File: src/rtl/multi_pulse_sync_pkg.sv
// Shared types and limits for the multi-channel pulse synchronizer.
package multi_pulse_sync_pkg;

    typedef enum logic [1:0] {
        EDGE_RISE = 2'd0,
        EDGE_FALL = 2'd1,
        EDGE_BOTH = 2'd2
    } edge_mode_e;

    localparam int MIN_SYNC_STAGES = 2;
    localparam int MAX_SYNC_STAGES = 4;
    localparam int MAX_FILTER      = 255;
    localparam int MAX_CH          = 32;

    // True when a level update from old_lvl to new_lvl counts as an event for mode.
    function automatic logic edge_match(input edge_mode_e mode, input logic old_lvl,
                                        input logic new_lvl);
        logic changed;
        changed = (old_lvl != new_lvl);
        case (mode)
            EDGE_RISE: edge_match = changed && new_lvl;
            EDGE_FALL: edge_match = changed && !new_lvl;
            EDGE_BOTH: edge_match = changed;
            default:   edge_match = 1'b0;
        endcase
    endfunction

endpackage

File: src/rtl/multi_pulse_sync_sync_chain.sv
// Plain flop chain bringing one asynchronous bit into the i_clk domain.
module sync_chain #(
    parameter int DEPTH = 2
) (
    input  logic i_clk,
    input  logic i_rst,
    input  logic i_d,
    output logic o_q
);

    logic [DEPTH-1:0] sync_q;
    logic [DEPTH-1:0] sync_d;

    // Shift the input one stage per edge; pure wiring between stages.
    always_comb begin
        sync_d = {sync_q[DEPTH-2:0], i_d};
    end

    // Chain registers, cleared asynchronously.
    always_ff @(posedge i_clk or posedge i_rst) begin
        if (i_rst) sync_q <= '0;
        else       sync_q <= sync_d;
    end

    assign o_q = sync_q[DEPTH-1];

endmodule

File: src/rtl/multi_pulse_sync.sv
// Multi-channel async input synchronizer with glitch filter, edge strobes,
// sticky flags and saturating event counters.
module multi_pulse_sync
    import multi_pulse_sync_pkg::*;
#(
    parameter int         NUM_CH        = 4,
    parameter int         SYNC_STAGES   = 2,
    parameter edge_mode_e EDGE_MODE     = EDGE_RISE,
    parameter int         FILTER_CYCLES = 0,
    parameter int         CNT_W         = 8
) (
    input  logic                    i_clk,
    input  logic                    i_rst,
    input  logic [NUM_CH-1:0]       i_async,
    input  logic [NUM_CH-1:0]       i_clr,
    output logic [NUM_CH-1:0]       o_level,
    output logic [NUM_CH-1:0]       o_pulse,
    output logic [NUM_CH-1:0]       o_sticky,
    output logic [NUM_CH*CNT_W-1:0] o_count
);

    if (NUM_CH < 1 || NUM_CH > MAX_CH) begin : g_bad_num_ch
        $error("multi_pulse_sync: NUM_CH out of range 1..32");
    end
    if (SYNC_STAGES < MIN_SYNC_STAGES || SYNC_STAGES > MAX_SYNC_STAGES) begin : g_bad_sync
        $error("multi_pulse_sync: SYNC_STAGES out of range 2..4");
    end
    if (FILTER_CYCLES < 0 || FILTER_CYCLES > MAX_FILTER) begin : g_bad_filter
        $error("multi_pulse_sync: FILTER_CYCLES out of range 0..255");
    end
    if (CNT_W < 1) begin : g_bad_cnt_w
        $error("multi_pulse_sync: CNT_W must be at least 1");
    end

    // Filter count at which a pending change is accepted; 0 accepts immediately.
    localparam logic [7:0]       FILT_MATCH = 8'(FILTER_CYCLES);
    localparam logic [CNT_W-1:0] CNT_MAX    = {CNT_W{1'b1}};

    for (genvar n = 0; n < NUM_CH; n++) begin : g_ch
        logic             sync_out;
        logic             pending;
        logic             accept;
        logic [7:0]       filt_q,   filt_d;
        logic             level_q,  level_d;
        logic             pulse_q,  pulse_d;
        logic             sticky_q, sticky_d;
        logic [CNT_W-1:0] count_q,  count_d;
        logic [CNT_W-1:0] count_base;

        sync_chain #(
            .DEPTH (SYNC_STAGES)
        ) u_sync (
            .i_clk (i_clk),
            .i_rst (i_rst),
            .i_d   (i_async[n]),
            .o_q   (sync_out)
        );

        // Filter: count consecutive pending cycles, accept the new level once the count hits the limit.
        always_comb begin
            pending = (sync_out != level_q);
            accept  = pending && (filt_q == FILT_MATCH);
            filt_d  = 8'd0;
            if (pending && !accept) filt_d = filt_q + 8'd1;
            level_d = accept ? sync_out : level_q;
            pulse_d = accept && edge_match(EDGE_MODE, level_q, sync_out);
        end

        // Event recording: clear takes effect first, then the registered strobe sets/increments.
        always_comb begin
            count_base = i_clr[n] ? '0 : count_q;
            sticky_d   = i_clr[n] ? 1'b0 : sticky_q;
            count_d    = count_base;
            if (pulse_q) begin
                sticky_d = 1'b1;
                if (count_base != CNT_MAX) count_d = count_base + CNT_W'(1);
            end
        end

        // Per-channel state registers, cleared asynchronously.
        always_ff @(posedge i_clk or posedge i_rst) begin
            if (i_rst) begin
                filt_q   <= 8'd0;
                level_q  <= 1'b0;
                pulse_q  <= 1'b0;
                sticky_q <= 1'b0;
                count_q  <= '0;
            end else begin
                filt_q   <= filt_d;
                level_q  <= level_d;
                pulse_q  <= pulse_d;
                sticky_q <= sticky_d;
                count_q  <= count_d;
            end
        end

        assign o_level[n]                  = level_q;
        assign o_pulse[n]                  = pulse_q;
        assign o_sticky[n]                 = sticky_q;
        assign o_count[n*CNT_W +: CNT_W]   = count_q;
    end

endmodule

File: config.mk
export PLATFORM = sky130hd
export DESIGN_NAME = multi_pulse_sync
export DESIGN_NICKNAME = d
export VERILOG_FILES = /design/src/rtl/multi_pulse_sync_pkg.sv /design/src/rtl/multi_pulse_sync_sync_chain.sv /design/src/rtl/multi_pulse_sync.sv
export SDC_FILE = /design/constraint.sdc
export NUM_CORES = 1
export LEC_CHECK = 0
export CORE_MARGIN = 2
export CORE_UTILIZATION = 35
export DETAILED_ROUTE_END_ITERATION = 10
export GPL_ROUTABILITY_DRIVEN = 0
export HOLD_SLACK_MARGIN = 0.06
export SLEW_MARGIN = 20
export SYNTH_ARGS = -nofsm -noshare
export SYNTH_HDL_FRONTEND = slang
export SYNTH_HIERARCHICAL = 1
export SYNTH_SLANG_ARGS = --single-unit
export TNS_END_PERCENT = 20
File: constraint.sdc
create_clock -name i_clk -period 2.4 [get_ports i_clk]
set_input_delay 0.36 -clock i_clk [delete_from_list [all_inputs] [get_ports i_clk]]
set_output_delay 0.36 -clock i_clk [all_outputs]
set_load 0.01 [all_outputs]
==> results.md <==
- Inserted Diodes: 0
- Layout Skew: 0.007543 ns
- Place WS: 0.6332 ns
- Buf+Inv Stages, Crit Path: 1
- Fin nets: 450
- Unrepaired setup endpoints after global routing: no
- Worst Setup Start Kind: flip-flop
- TritonCTS clock tree: done
- Routed vias/inst: 5.099
- Seq pwr share: 44.4%
- Vias: 2,937
- Kind of critical path: flip-flop to primary output
- Switching part of the total: 26.92%
- Yosys cell types: 39
- Final WS setup: 0.6069 ns
- Final WL: 7668 um
- YS warnings: 6
- CP delay by family, top: buffers and inverters
- Max Fclk: 557.7 MHz
- Clk pwr share: 37.1%
- Post-synthesis sequential area ratio: 52.39%
- Placed insts: 560
- Lkg Pwr: 2.194 nW
- Number of global-route vias before repair: 2,859
- Port bufs: 53
- Post-synth ARST share: 100.0%
- Main flop type after synthesis: dfrtp_1
- DIE AREA: 12,340 um2
- CP peak stage delay: 0.60 ns
- Synth Area per Inst: 10.59 um2
- Initial Util: 35.44%
- Peak supply drop: 0.3111 mV
- Number of buffers created by CTS: 9
- Die Ht: 111.1 um
- Top post-synthesis cells by area: dfrtp_1 (52%), ha_1 (3.7%), a21oi_1 (3.4%)
- #FFs+latches synth: 84
- Setup_tns: 0 ns
- Arrival @ worst endpoint: 1.43 ns
- Slowest stage cell, crit path: clkdlybuf4s50_1
- Post-CTS Setup Bufs: 0
- Slew HR: 70.29%
- Internal Pwr Total: 2.801 mW
- Final Instance Area: 4950 um2
- Critical path fanouts, max: 9
- Number of flops mapped to enable cells by yosys: 0
- Initial antenna violation count: 0
- Status: finished, final reports clean
- DP HPWL: 5313 um
- Avg WL per Cell: 13.31 um
- Tmin final: 1.793 ns
- Area post-placement: 4637 um2
- Final Hold Fails: 0
- Worst-Skew Late Latency: 0.33 ns
- Max_cap viols: 0
- H-tree Lvls: 3
- Site Rows: 39
- CP required: 2.04 ns
- CP endpoint kind: primary output
- First-pass GRT wire length: 13,310 um
- Final Max Tran Viols: 0
- Clk sinks: 84
- CTS Buffer Depth: 2
- Final setup vio count: 0
- Crit-path cells: clkdlybuf4s50_1
- CTS Hold Bufs: 0
- Net Switching: 1.032 mW
- Fraction of layout cells with a size suffix above 1: 7.390%
- Root Driver: clkbuf_16
- Total GRT Usage: 13.11%
- Layout overhead on the synthesized area: 23.36%
- Tot Pwr: 3.833 mW
- Largest net degree at the start of global routing: 77
- Power per Cell Area: 774.4 nW/um2
- DRC: 0
- Syn_nets: 401
- Placeable Area: 11,320 um2
- WHS: 0.3400 ns
- Clk slew on worst S/H paths: 0.06 ns
- Die width: 111.1 um
- Final Cycle Share: 74.71%
- Detail Route Antenna Nets: 0
- Post-Syn Area: 4013 um2
- Grt ovf: 0
- Combinational power share: 18.5%
- I/O pins: 54
- Final Non-Filler Cells: 576
- CTS resizes: 0
- Initial detailed-routing violation count: 198
- Worst Hold Class: input pin to asynchronous set/reset pin
- Detailed Routing Iterations Pass 1: 4
- Syn Inst Count: 379
- Post-synth top area cell: dfrtp_1
- Fin util: 43.72%
- Synth top area share: 52.39%
- Slew @ Worst Pin: 0.4441 ns
[final cells by class]
| cell class | instances | area (um2) |
|---|---|---|
| clock buffer | 11 | 252.7 |
| multi-input combinational | 247 | 1685 |
| tap | 143 | 178.9 |
| clock inverter | 5 | 60.06 |
| sequential | 84 | 2102 |
| inverter | 32 | 120.1 |
| timing repair buffer | 54 | 550.5 |
| fill | 1070 | 6371 |
[final timing paths]
path | cells after the start | from | slack, ns | end
worst max register to register | 5 | g_ch[1].filt_q[0]$_DFF_PP0_ | 0.63 | g_ch[1].level_q$_DFFE_PP0P_
max in group asynchronous | 3 | i_rst | 1.49 | g_ch[1].level_q$_DFFE_PP0P_
worst min-delay path | 2 | i_rst | 0.34 | g_ch[3].u_sync/sync_q[0]$_DFF_PP0_
min in group i_clk | 0 | g_ch[2].u_sync/sync_q[0]$_DFF_PP0_ | 0.35 | g_ch[2].u_sync/sync_q[1]$_DFF_PP0_
worst max-delay path | 1 | g_ch[3].pulse_q$_DFF_PP0_ | 0.61 | o_pulse[3]
worst min register to register | 0 | g_ch[2].u_sync/sync_q[0]$_DFF_PP0_ | 0.35 | g_ch[2].u_sync/sync_q[1]$_DFF_PP0_
[power by group through the flow]
stage / clock network, mW / logic [mW] / registers, mW
floorplan: 0 / 0.483 / 1.70
global placement: 0 / 0.706 / 1.73
detailed placement: 0 / 0.718 / 1.73
CTS: 1.47 / 0.724 / 1.71
global route: 1.53 / 0.775 / 1.73
finish: 1.42 / 0.708 / 1.70
[cell usage in the layout, fill, tap and decap left out, drive strengths merged, types with 11 or more instances in the layout]
master	synthesis	layout
a21oi	27	27
and3	14	14
clkbuf	4	11
clkdlybuf4s50	0	53
dfrtp	84	84
ha	12	12
inv	32	32
nand2	15	15
nand3	18	18
nor2	31	31
o21ai	14	14
or3	17	17
[sequential cells by signal, summed over array words and instances, names as in the netlist]
name	flops
g_ch.sticky_q	4
g_ch.u_sync/sync_q	8
g_ch.level_q	4
g_ch.count_q	32
g_ch.filt_q	32
g_ch.pulse_q	4
[synthesized netlist by cell type (5+ instances only)]
cell type and count:
a31oi_1 9, and2_1 5, and3_1 14, nand3_1 18, xor2_1 8, and4_1 6
ha_1 12, nand4_1 9, a21oi_1 27, o21ai_0 14, buf_4 12, nand2_1 15
nor3_1 6, nor2_1 31, a211oi_1 9, inv_1 32, dfrtp_1 84, or3_1 17
[cells by family (layout without fill, tap and decap cells)]
| logic type | count (synthesis) | after routing | synth area share [%] |
|---|---|---|---|
| flip-flops | 84 | 84 | 52.39 |
| AO/OA/AOI/OAI | 80 | 80 | 14.59 |
| adder cells (fa/ha/maj) | 12 | 12 | 3.742 |
| multiplexers | 6 | 6 | 1.621 |
| buffers and inverters | 48 | 102 | 5.613 |
| XOR/XNOR | 12 | 12 | 2.619 |
| AND/OR/NAND/NOR | 137 | 137 | 19.43 |
[routing by layer]
metal | track usage, % | wire (um)
met1 | 17.26 | 3651
met2 | 20.98 | 3601
met3 | 3.609 | 343
met4 | 4.444 | 72
met5 | 0 | 0
Power figures use the tool's default switching activity.
